`src/rtl/wb_port_arbiter.sv`:
```
// Register-file write-port arbiter: the ALU always wins, and MUL/DIV/LSU results drain round-robin from small FIFOs.
// Optional per-source blocked-cycle counters are built when WB_ARB_STATS_EN is defined.
module wb_port_arbiter #(
  parameter int XLEN                = 32,
  parameter int REG_FILE_ADDR_WIDTH = 5,
  parameter int FIFO_DEPTH          = 2,
  parameter int STAT_WIDTH          = 32
) (
  input  logic                           clk,
  input  logic                           rst,
  input  logic                           alu_valid,
  input  logic [REG_FILE_ADDR_WIDTH-1:0] alu_rd_addr,
  input  logic [XLEN-1:0]                alu_data,
  input  logic                           mul_valid,
  output logic                           mul_ready,
  input  logic [REG_FILE_ADDR_WIDTH-1:0] mul_rd_addr,
  input  logic [XLEN-1:0]                mul_data,
  input  logic                           div_valid,
  output logic                           div_ready,
  input  logic [REG_FILE_ADDR_WIDTH-1:0] div_rd_addr,
  input  logic [XLEN-1:0]                div_data,
  input  logic                           lsu_valid,
  output logic                           lsu_ready,
  input  logic [REG_FILE_ADDR_WIDTH-1:0] lsu_rd_addr,
  input  logic [XLEN-1:0]                lsu_data,
  output logic [XLEN-1:0]                exu_wb_data,
  output logic [REG_FILE_ADDR_WIDTH-1:0] exu_wb_rd_addr,
  output logic                           exu_wb_rd_wr_en,
  output logic [1:0]                     wb_src,
  output logic                           mul_pending,
  output logic                           div_pending,
  output logic                           lsu_pending
`ifdef WB_ARB_STATS_EN
  ,
  output logic [STAT_WIDTH-1:0]          mul_blocked_cnt,
  output logic [STAT_WIDTH-1:0]          div_blocked_cnt,
  output logic [STAT_WIDTH-1:0]          lsu_blocked_cnt
`endif
);

  localparam int RW    = REG_FILE_ADDR_WIDTH;
  localparam int PTR_W = (FIFO_DEPTH > 1) ? $clog2(FIFO_DEPTH) : 1;
  localparam int CNT_W = $clog2(FIFO_DEPTH + 1);
  localparam logic [CNT_W-1:0] FULL_CNT = CNT_W'(FIFO_DEPTH);

  // Source index doubles as wb_src-1: 0=LSU, 1=MUL, 2=DIV.
  localparam logic [1:0] IDX_LSU = 2'd0;
  localparam logic [1:0] IDX_MUL = 2'd1;
  localparam logic [1:0] IDX_DIV = 2'd2;

  logic [2:0]           w_in_valid;
  logic [2:0][RW-1:0]   w_in_rd;
  logic [2:0][XLEN-1:0] w_in_data;
  logic [2:0]           w_ready;
  logic [2:0]           w_nonempty;
  logic [2:0]           w_grant;
  logic [2:0][RW-1:0]   w_head_rd;
  logic [2:0][XLEN-1:0] w_head_data;

  assign w_in_valid = {div_valid, mul_valid, lsu_valid};
  assign w_in_rd    = {div_rd_addr, mul_rd_addr, lsu_rd_addr};
  assign w_in_data  = {div_data, mul_data, lsu_data};

  assign lsu_ready   = w_ready[IDX_LSU];
  assign mul_ready   = w_ready[IDX_MUL];
  assign div_ready   = w_ready[IDX_DIV];
  assign lsu_pending = w_nonempty[IDX_LSU];
  assign mul_pending = w_nonempty[IDX_MUL];
  assign div_pending = w_nonempty[IDX_DIV];

  function automatic logic [PTR_W-1:0] f_ptr_next(input logic [PTR_W-1:0] p);
    if (p == PTR_W'(FIFO_DEPTH - 1)) return '0;
    return p + PTR_W'(1);
  endfunction

  genvar gi;
  generate
    for (gi = 0; gi < 3; gi++) begin : g_fifo
      logic [XLEN-1:0]  r_mem_data [FIFO_DEPTH];
      logic [RW-1:0]    r_mem_rd   [FIFO_DEPTH];
      logic [PTR_W-1:0] r_wptr;
      logic [PTR_W-1:0] r_rptr;
      logic [CNT_W-1:0] r_count;
      logic             w_push;
      logic             w_pop;

      assign w_ready[gi]     = (r_count != FULL_CNT);
      assign w_nonempty[gi]  = (r_count != '0);
      // Writes to x0 complete the handshake but are dropped here.
      assign w_push          = w_in_valid[gi] & w_ready[gi] & (w_in_rd[gi] != '0);
      assign w_pop           = w_grant[gi];
      assign w_head_data[gi] = r_mem_data[r_rptr];
      assign w_head_rd[gi]   = r_mem_rd[r_rptr];

      always_ff @(posedge clk) begin
        if (w_push) begin
          r_mem_data[r_wptr] <= w_in_data[gi];
          r_mem_rd[r_wptr]   <= w_in_rd[gi];
        end
      end

      always_ff @(posedge clk or posedge rst) begin
        if (rst) begin
          r_wptr  <= '0;
          r_rptr  <= '0;
          r_count <= '0;
        end else begin
          if (w_push) r_wptr <= f_ptr_next(r_wptr);
          if (w_pop)  r_rptr <= f_ptr_next(r_rptr);
          case ({w_push, w_pop})
            2'b10:   r_count <= r_count + CNT_W'(1);
            2'b01:   r_count <= r_count - CNT_W'(1);
            default: r_count <= r_count;
          endcase
        end
      end
    end
  endgenerate

  logic [1:0] r_rr_ptr;
  logic       w_alu_win;
  logic       w_fifo_win;
  logic [1:0] w_grant_idx;
  logic [1:0] w_order [3];

  assign w_alu_win = alu_valid & (alu_rd_addr != '0);

  always_comb begin
    case (r_rr_ptr)
      IDX_LSU: w_order = '{IDX_MUL, IDX_DIV, IDX_LSU};
      IDX_MUL: w_order = '{IDX_DIV, IDX_LSU, IDX_MUL};
      default: w_order = '{IDX_LSU, IDX_MUL, IDX_DIV};
    endcase
    w_fifo_win  = 1'b0;
    w_grant_idx = r_rr_ptr;
    // Scan backwards so the earliest candidate in round-robin order wins.
    if (!w_alu_win) begin
      for (int k = 2; k >= 0; k--) begin
        if (w_nonempty[w_order[k]]) begin
          w_fifo_win  = 1'b1;
          w_grant_idx = w_order[k];
        end
      end
    end
    w_grant = w_fifo_win ? (3'b001 << w_grant_idx) : 3'b000;
  end

  always_ff @(posedge clk or posedge rst) begin
    if (rst) begin
      r_rr_ptr <= IDX_DIV;
    end else if (w_fifo_win) begin
      r_rr_ptr <= w_grant_idx;
    end
  end

  logic [XLEN-1:0] r_wb_data;
  logic [RW-1:0]   r_wb_rd;
  logic            r_wb_wr_en;
  logic [1:0]      r_wb_src;

  always_ff @(posedge clk or posedge rst) begin
    if (rst) begin
      r_wb_data  <= '0;
      r_wb_rd    <= '0;
      r_wb_wr_en <= 1'b0;
      r_wb_src   <= 2'd0;
    end else if (w_alu_win) begin
      r_wb_data  <= alu_data;
      r_wb_rd    <= alu_rd_addr;
      r_wb_wr_en <= 1'b1;
      r_wb_src   <= 2'd0;
    end else if (w_fifo_win) begin
      r_wb_data  <= w_head_data[w_grant_idx];
      r_wb_rd    <= w_head_rd[w_grant_idx];
      r_wb_wr_en <= 1'b1;
      r_wb_src   <= w_grant_idx + 2'd1;
    end else begin
      r_wb_wr_en <= 1'b0;
    end
  end

  assign exu_wb_data     = r_wb_data;
  assign exu_wb_rd_addr  = r_wb_rd;
  assign exu_wb_rd_wr_en = r_wb_wr_en;
  assign wb_src          = r_wb_src;

`ifdef WB_ARB_STATS_EN
  logic [2:0][STAT_WIDTH-1:0] w_blocked_cnt;

  generate
    for (gi = 0; gi < 3; gi++) begin : g_stats
      logic [STAT_WIDTH-1:0] r_cnt;

      always_ff @(posedge clk or posedge rst) begin
        if (rst) begin
          r_cnt <= '0;
        end else if (w_nonempty[gi] && !w_grant[gi] && (r_cnt != '1)) begin
          r_cnt <= r_cnt + STAT_WIDTH'(1);
        end
      end

      assign w_blocked_cnt[gi] = r_cnt;
    end
  endgenerate

  assign lsu_blocked_cnt = w_blocked_cnt[IDX_LSU];
  assign mul_blocked_cnt = w_blocked_cnt[IDX_MUL];
  assign div_blocked_cnt = w_blocked_cnt[IDX_DIV];
`endif

endmodule
```
`config.mk`:
```
export PLATFORM = sky130hd
export DESIGN_NAME = wb_port_arbiter
export DESIGN_NICKNAME = d
export VERILOG_FILES = /design/src/rtl/wb_port_arbiter.sv
export SDC_FILE = /design/constraint.sdc
export NUM_CORES = 1
export LEC_CHECK = 0
export ABC_AREA = 1
export CORE_ASPECT_RATIO = 0.7
export CORE_UTILIZATION = 48
export DETAILED_ROUTE_END_ITERATION = 7
export MAX_ROUTING_LAYER = met4
export PLACE_DENSITY = 0.73
export SLEW_MARGIN = 20
export SYNTH_ARGS = -nofsm -noshare
export SYNTH_HDL_FRONTEND = slang
export SYNTH_SLANG_ARGS = --single-unit
```
`constraint.sdc`:
```
create_clock -name clk -period 2.6 [get_ports clk]
set_input_delay 0.39 -clock clk [delete_from_list [all_inputs] [get_ports clk]]
set_output_delay 0.39 -clock clk [all_outputs]
set_load 0.005 [all_outputs]
```
# == Word-level counts from Yosys, hierarchy flattened ==
# Memory sizes are Yosys's and may differ from the RTL's.
# Cells that the tools add are included.
# Widths: inputs -> output; s select.
# word_totals
register_bits,54
latch_bits,0
ramBits,222
mem_bits_ro,0
input_bits,154
out_inout_bits,46
word_cells,128
n_memories,6
# op_classes
add_sub_neg,13
n_mul,0
n_div,0
magnitude_cmp,4
n_eq_ne,10
shifts,1
muxes,61
bitwise,7
n_reduce_logical,12
# memory_table
memory,words,width,read_ports,rd_clocked_by_memory_dff,write_ports,line,source
g_fifo[0].r_mem_data,2,32,1,0,1,79,logic [XLEN-1:0] r_mem_data [FIFO_DEPTH];
g_fifo[1].r_mem_data,2,32,1,0,1,79,
g_fifo[2].r_mem_data,2,32,1,0,1,79,
g_fifo[0].r_mem_rd,2,5,1,0,1,80,logic [RW-1:0] r_mem_rd [FIFO_DEPTH];
g_fifo[1].r_mem_rd,2,5,1,0,1,80,
g_fifo[2].r_mem_rd,2,5,1,0,1,80,
# ops
cell,count
$mux 32,3
$bmux 32 s2,1
$mux 1,39
$reduce_bool 5->1,4
$mux 5,3
$reduce_bool 2->1,7
$lt 2x3->1 const B,4
$mux 2,6
$pmux 2 s2,3
$pmux 6 s2,1
$bmux 5 s2,1
$add 2x1->2 const B,4
$eq 2x1->1 const B,4
$and 1x1->1,7
$add 1x1->1 const B,6
$bmux 1 s2,3
$eq 2x2->1 const B,3
$ne 2x2->1 const B,3
$sub 2x1->2 const B,3
$mux 3,1
$shl 1x2->3 const A,1
$logic_not 2->1,1

# == Longest topological paths before layout ==
# Gate-level depths: netlist of run 1.
# logic_depth
ltp_word,12
ltp_mapped,15
depth_no_buf,15

# == Worst setup path after synthesis of run 1 ==
# Ideal clock, no wire load.
# synth_path
path_kind,reg-to-reg
from,reg g_fifo[2].r_count[0]
to,mem g_fifo[2].r_mem_data[0][0] (enable)
setup_ns,0.431
arrival_time_ns,2.283
slack_ns,-0.114
path_stages_with_launch,5
path_buffers,0
period_less_slack_ns,2.714
path_cell_list,dfrtp_1 > inv_2 > nand2_1 > o311ai_2 > nor2_1
# synth_between
elab_chain_cells,5
# synth_rtl
element,line,source
"start, declared",83,logic [CNT_W-1:0] r_count;
"start signal, assigned",111,2'b10: r_count <= r_count + CNT_W'(1);
"start signal, assigned",112,2'b01: r_count <= r_count - CNT_W'(1);
"start signal, assigned",113,default: r_count <= r_count;
$ne 2x2->1,87,assign w_ready[gi] = (r_count != FULL_CNT);
net div_ready,19,"output logic div_ready,"
$and 1x1->1 (2 in a row),90,assign w_push = w_in_valid[gi] & w_ready[gi] & (w_in_rd[gi] != '0);
$mux 1,96,if (w_push) begin
$mux 1 (not written as such),97,r_mem_data[r_wptr] <= w_in_data[gi];
"end, declared",79,
# The timed path passes the listed nets, and every way through them passes these cells.

# == Worst setup path in the final report of run 1 ==
# layout_path
from,reg r_rr_ptr[1]
to,reg g_fifo[1].r_count[1]
# layout_between
elab_chain_cells,12
word_cells_on_any_way,23
classes_between,3 x eq/ne; 1 x shift; 17 x mux; 2 x reduce/logical
# layout_rtl
element,line,source
"start, declared",120,logic [1:0] r_rr_ptr;
"start signal, assigned",152,r_rr_ptr <= w_grant_idx;
$eq 2x1->1 / $logic_not 2->1 (equally long branches),129,case (r_rr_ptr)
$pmux 6 s2,129,
$bmux 1 s2,139,if (w_nonempty[w_order[k]]) begin
$mux 1 (not written as such),139,
$mux 2 (3 in a row),139,
$mux 2,137,if (!w_alu_win) begin
$shl 1x2->3,145,w_grant = w_fifo_win ? (3'b001 << w_grant_idx) : 3'b000;
$mux 3 *,145,
net w_grant[1],56,logic [2:0] w_grant;
$eq 2x1->1 / $eq 2x2->1 (equally long branches),110,"case ({w_push, w_pop})"
$pmux 2 s2 / $reduce_bool 2->1 (equally long branches),n/a,
"end signal, assigned",111,
"end signal, assigned",112,
"end signal, assigned",113,
"end, declared",83,
# Mark *: on every way through the listed nets, which the timed path passes. The rest lies on a longest branch. The select of a mux whose other input is x is not followed.
# A chain may end at the register's enable or synchronous reset.

==> metrics.md, run 1 <==
| Metric | Value |
|---|---|
| CTS buffer count | `27` |
| Yosys top cell by area | `edfxtp_1` |
| Vias per cell | `5.18` |
| Worst slew margin | `0.305` |
| WL final | `31.7 mm` |
| Post-layout minimum cycle time | `between 2000 and 2500 ps` |
| Maximum root-to-sink buffer count | `3` |
| Initial DRT Pass Iterations | `5` |
| Fin crit share | `0.939` |
| Most frequent cells in the layout | `486 x nand2_1, 222 x edfxtp_1, 199 x clkdlybuf4s50_1` |
| Sinks on Clock Net | `between 200 and 300` |
| Clock tree root driver cell | `clkbuf_16` |
| IO Port Bufs | `slightly below 200` |
| Top Ports | `200` |
| Rows | `48` |
| Slew Limit Fails | `0` |
| CP max stage cell | `dfstp_2` |
| Vias in the first global route | `8591` |
| Clock Skew | `15.7 ps` |
| Slowest stage delay, CP | `550 ps` |
| Syn_nets | `1324` |
| Die Footprint | `25900 sq um` |
| Latest clock arrival within the worst-skew pair | `roughly 530 ps` |
| First-pass GRT wire length | `48.1 mm` |
| Post-DR wirelength/cell | `18.3 microns` |
| Status | `completed` |
| CP startpoint | `r_rr_ptr[1]$_DFFE_PP1P_` |
| Initial core utilization | `0.491` |
| Worst setup SP type | `flip-flop` |
| CTS clock-pin slew for the worst setup and hold paths | `60 ps` |
| Fillers | `2006` |
| Average size of a mapped cell | `about 10 sq um` |
| Area contributors post-synth | `edfxtp_1 55%, nand2_1 15%, dfrtp_1 11%, mux2_2 3.4%, nand3_1 2.9%` |
| Total track usage | `0.254` |
| Area grow syn2layout | `29.2%` |
| DR iter-0 viols | `around 940` |
| Synthesized area | `roughly 12000 sq um` |
| Die W | `192 microns` |
| Final setup fails | `0` |
| Reg2Reg Setup Slack | `160 ps` |
| Buffers plus inverters on the worst setup path | `4` |
| Fmax | `410 MHz` |
| Initial antenna violation count | `0` |
| Pleak | `6.49 nW` |
| Crit-path cells | `inv_2, nand2_1, nor2_1, nor2_2, nand2_1, nor2_2, nand2_1, nand2_1, buf_4, inv_1, nand2_1, inv_1, ha_1, a21oi_1, o21ai_0, xor2_1` |
| HP Class | `primary input to async pin` |
| Crit. End Element | `flip-flop` |
| Max_cap viols | `0` |
| Top cell type's share of synthesized area | `0.549` |
| Post-route DRC violation count | `0` |
| Gr ovfl total | `0` |
| Number of synthesized register bits | `276` |
| Vias | `8976` |
| N_diodes | `0` |
| Antenna Nets Post-Route | `0` |
| Most common cell after layout, fill and taps aside | `nand2_1` |
| Die extent in y | `about 140 microns` |
| Post-DP HPWL | `around 22 mm` |
| Sequential share of the synthesized area | `0.660` |
| Pwr dens | `1140 nW/um^2` |
| Placed cell area | `14700 sq um` |
| Final hold vios | `0` |
| Top Family by Delay on Critical Path | `simple AND/OR/NAND/NOR gates` |
| Critical R2R Launch | `r_rr_ptr[1]$_DFFE_PP1P_` |
| Placeable Area | `24700 sq um` |
| Synth cell types | `27` |
| Final Cell Area | `15700 sq um` |
| CP Data Arrival Time | `2840 ps` |
| Total power | `roughly 18 mW` |
| Most common cell on crit path | `nand2_1` |
| Peak VDD IR | `0.645 mV` |
| Critical path class | `flip-flop to flip-flop` |
| Cells after synthesis | `1167` |
| EDFF count, synth | `222` |
| Final net count | `~1500` |
| Worst EP required | `~3000 ps` |
| Top_reg_cell synth | `edfxtp_1` |
| YS warnings | `0` |
| GPL Wtd Cong | `0.917` |
| Worst Path Max Fanout | `6` |
| Worst-margin pin slew | `1040 ps` |
| CTS tree | `yes` |
| Largest net degree at the start of global routing | `65` |
| CTS H-tree depth | `1` |
| Async set-reset flop share out of synthesis | `0.196` |
| Share of cells above drive strength 1 | `0.119` |
| Final hold slack | `between 200 and 300 ps` |
[kinds of logic after synthesis]
kind of cell / count (synthesis) / share of synthesized area
xor+xnor: 12 / 0.00866
flops: 276 / 0.660
buf+inv: 119 / 0.0450
compound gates: 43 / 0.0205
fa+ha+maj: 3 / 0.00309
mux: 37 / 0.0343
simple gates: 677 / 0.228
[cells in the mapped netlist, drive strengths merged (5+ instances only)]
cell type and n:
xor2 8, clkbuf 16, buf 43, nor2 87
edfxtp 222, inv 60, dfrtp 53, o21ai 36
nand4 5, nand3 86, mux2 37, nand2 494
[path summary, 6_finish.rpt]
path / cells after the start / endpoint
setup / recovery: 16 / g_fifo[1].r_count[1]$_DFFE_PP0P_
hold / removal: 2 / exu_wb_data[2]$_DFFE_PP0P_
setup reg to reg: 16 / g_fifo[1].r_count[1]$_DFFE_PP0P_
hold reg to reg: 2 / exu_wb_data[7]$_DFFE_PP0P_
max in group asynchronous: 3 / exu_wb_data[28]$_DFFE_PP0P_
min in group clk: 1 / g_fifo[1].r_mem_data[0][30]$_DFFE_PP_
[metal layers]
metal | GRT usage | wire (microns) | part of all wire | up-vias
met3 | 0.0400 | 2760 | 0.087 | 35
met2 | 0.363 | 13700 | 0.43 | 396
met5 | - | 0 | 0 | -
met4 | 0.0389 | 399 | 0.013 | 0
li1 | - | - | - | 4286
met1 | 0.389 | 14800 | 0.47 | 4259
[metrics by stage]
step                      instances   util  setup TNS, ps  setup WS (ps)
final                          1732  0.634              0            160
after detailed placement       1679  0.596          -2810          -48.3
after global routing           1732  0.634          -3.64          -3.64
after CTS                      1728  0.631              0           46.2
after global placement         1679  0.596          -2110          -32.0
after floorplan                1167      -         -16920           -114
[timing repair]
action                                  CTS  global route
resized for setup                         0             4
endpoints found under the setup margin    0             2
hold buffers                              0             0
setup buffers                             0             1
[layout make-up]
class / instances / area (sq um) / share of cell area
flip-flops and latches: 276 / 8020 / 0.511
multi-input cells: 772 / 3630 / 0.232
repair buffers: 250 / 2540 / 0.162
clock buffers: 40 / 744 / 0.0474
well taps: 325 / 407 / 0.0259
inverters: 60 / 225 / 0.0144
clock inverters: 9 / 125 / 0.00797
[report_power, final]
part | total (mW) | switching (mW) | leakage (nW) | internal (mW)
combinational | 7.34 | 4.41 | 3.38 | 2.93
sequential | 6.63 | 0.487 | 2.69 | 6.14
clock | 3.87 | 1.59 | 0.420 | 2.28
[worst register-to-register path, cell delays in order, from the launching register on]
cell	delay (ps)
dfstp_2	550
inv_2	70
nand2_1	90
nor2_1	60
nor2_2	140
nand2_1	80
nor2_2	140
nand2_1	70
nand2_1	80
buf_4	110
inv_1	70
nand2_1	100
inv_1	50
ha_1	310
a21oi_1	130
o21ai_0	130
xor2_1	160
[registers in the layout, summed over array words and instances, names as in the netlist]
name and cells:
g_fifo.r_rptr 3, exu_wb_data 32, g_fifo.r_mem_data 192, exu_wb_rd_addr 5, g_fifo.r_count 6, g_fifo.r_mem_rd 30, wb_src 2, exu_wb_rd_wr_en 1
r_rr_ptr 2, g_fifo.r_wptr 3
(Power assumes the default switching activity.)
==> run 2: changes to the inputs <==
==> constraint.sdc (replaced) <==
create_clock -name clk -period 2 [get_ports clk]
set_input_delay 0.3 -clock clk [delete_from_list [all_inputs] [get_ports clk]]
set_output_delay 0.3 -clock clk [all_outputs]
set_load 0.005 [all_outputs]
==> metrics.md, run 2 (synthesized netlist as in run 1, its figures left out) <==
| Metric | Value |
|---|---|
| Status | `complete, but fails checks` |
| Failing checks | `setup timing` |
| Reg2Reg Depth | `15` |
| Most common cell after layout, fill and taps aside | `nand2_1` |
| Total track usage | `0.273` |
| GPL Wtd Cong | `between 0.8 and 0.9` |
| Fillers | `1838` |
| Post-layout minimum cycle time | `2200 ps` |
| Maximum root-to-sink buffer count | `3` |
| CP max stage cell | `dfstp_2` |
| N_diodes | `0` |
| Worst Path Max Fanout | `4` |
| Worst slew margin | `0.544` |
| Top Ports | `200` |
| Initial antenna violation count | `0` |
| Initial DRT Pass Iterations | `6` |
| Share of cells above drive strength 1 | `0.195` |
| Crit. End Element | `flip-flop` |
| First-pass GRT wire length | `50.7 mm` |
| CTS tree | `yes` |
| Post-DR wirelength/cell | `just under 20 microns` |
| Hold Buf Count CTS | `0` |
| Fmax | `455 MHz` |
| RSZ-0062 raised after global routing | `yes` |
| WL final | `roughly 34 mm` |
| Post-route DRC violation count | `0` |
| Sinks on Clock Net | `276` |
| Clock tree root driver cell | `clkbuf_16` |
| Most frequent cells in the layout | `462 x nand2_1, 222 x edfxtp_1, 196 x clkdlybuf4s50_1` |
| Clk network pwr share | `0.195` |
| Final net count | `between 1500 and 2000` |
| Final Cell Area | `16600 sq um` |
| Max reg flops | `around 190` |
| Max_cap viols | `0` |
| Vias per cell | `about 5.3` |
| Worst-margin pin slew | `683 ps` |
| Reg with most FFs | `g_fifo.r_mem_data` |
| Antenna Nets Post-Route | `0` |
| Placeable Area | `24700 sq um` |
| CTS H-tree depth | `1` |
| Latest clock arrival within the worst-skew pair | `540 ps` |
| Sw power | `9.37 mW` |
| Die W | `about 190 microns` |
| Area grow syn2layout | `36.3%` |
| Final setup fails | `36` |
| Placed cell area | `approximately 15000 sq um` |
| CP Data Arrival Time | `~2600 ps` |
| Pleak | `6.85 nW` |
| Peak VDD IR | `0.995 mV` |
| IO Port Bufs | `199` |
| Fin crit share | `1.10` |
| Crit-path cells | `inv_2, nand2_2, nor2_2, nor2_2, nand2_1, nor2_2, nand2_1, nand2_2, inv_2, nand2_2, inv_2, ha_4, a21oi_2, o21ai_1, xor2_1` |
| Slowest stage delay, CP | `550 ps` |
| Clock Skew | `21.4 ps` |
| Internal power | `between 15 and 20 mW` |
| Die Footprint | `around 26000 sq um` |
| Part of the power in registers | `0.348` |
| Rows | `48` |
| Comb pwr share | `0.457` |
| Worst setup SP type | `flip-flop` |
| DR iter-0 viols | `~1000` |
| Worst EP required | `2430 ps` |
| Final Non-Filler Cells | `1785` |
| Post-Place Setup Slack | `-534 ps` |
| Initial core utilization | `0.491` |
| Pwr dens | `1510 nW/um^2` |
| Post-DP HPWL | `22.4 mm` |
| Gr ovfl total | `0` |
| CTS buffer count | `27` |
| Vias in the first global route | `8812` |
| Fin worst setup slack | `-197 ps` |
| Vias | `9422` |
| Critical path class | `flip-flop to flip-flop` |
| Final hold vios | `0` |
| CTS clock-pin slew for the worst setup and hold paths | `60 ps` |
| HP Class | `primary input to async pin` |
| Largest net degree at the start of global routing | `55` |
| Placed insts | `1712` |
| Die extent in y | `about 140 microns` |
| Switch share | `0.374` |
| Slew Limit Fails | `0` |
run 2: path summary, 6_finish.rpt:
path,start,to,slack [ps]
setup / recovery,r_rr_ptr[1]$_DFFE_PP1P_,g_fifo[2].r_count[1]$_DFFE_PP0P_,-200
hold / removal,rst,exu_wb_data[15]$_DFFE_PP0P_,150
setup reg to reg,r_rr_ptr[1]$_DFFE_PP1P_,g_fifo[2].r_count[1]$_DFFE_PP0P_,-200
hold reg to reg,exu_wb_data[18]$_DFFE_PP0P_,exu_wb_data[18]$_DFFE_PP0P_,480
max in group asynchronous,rst,r_rr_ptr[1]$_DFFE_PP1P_,1520
min in group clk,lsu_data[29],g_fifo[0].r_mem_data[1][29]$_DFFE_PP_,340
run 2: final cells by class:
class                      instances  area, sq um  share of cell area
clock buffer                      41          738              0.0446
sequential                       276         8020               0.485
inverter                          60          230              0.0139
tap                              325          407              0.0246
multi-input combinational        778         3990               0.241
timing repair buffer             296         3070               0.185
clock inverter                     9         97.6             0.00590
run 2: through the flow:
step / utilization / hold slack (ps) / setup TNS (ps) / total power, mW
after floorplan: - / 399 / -12480 / 14.2
after global placement: 0.609 / 463 / -107530 / 18.2
after detailed placement: 0.609 / 466 / -114840 / 18.3
after CTS: 0.658 / 161 / -1480 / 24.2
after global routing: 0.669 / 190 / -6910 / 26.3
final: 0.669 / 153 / -2360 / 25.0
run 2: what timing repair did:
action                                 4_1_cts  5_1_grt
gates resized for setup                     53       62
setup buffers                                8        6
gates cloned                                 9        2
setup endpoints to repair                  264       50
endpoints found under the hold margin        0        0
pin swaps                                   13       23
run 2: critical path, delay by kind of cell, from the launching register on:
family	cells	cell delay, ps
adder cells (fa/ha/maj)	1	220
flip-flops	1	550
AO/OA/AOI/OAI	2	210
AND/OR/NAND/NOR	8	740
XOR/XNOR	1	160
buffers and inverters	3	190
run 2: power by group through the flow:
stage / Sequential [mW] / Combinational (mW) / Clock, mW
floorplan: 8.60 / 5.58 / 0
global placement: 8.72 / 9.46 / 0
detailed placement: 8.77 / 9.57 / 0
CTS: 8.69 / 10.6 / 4.94
global route: 8.84 / 12.3 / 5.16
finish: 8.71 / 11.4 / 4.89
run 2: routing by layer:
metal	wire, microns	part of all wire	track usage
met1	15300	0.44	0.408
met2	15400	0.45	0.406
met3	2870	0.083	0.0273
met4	888	0.026	0.0595
met5	0	0	-
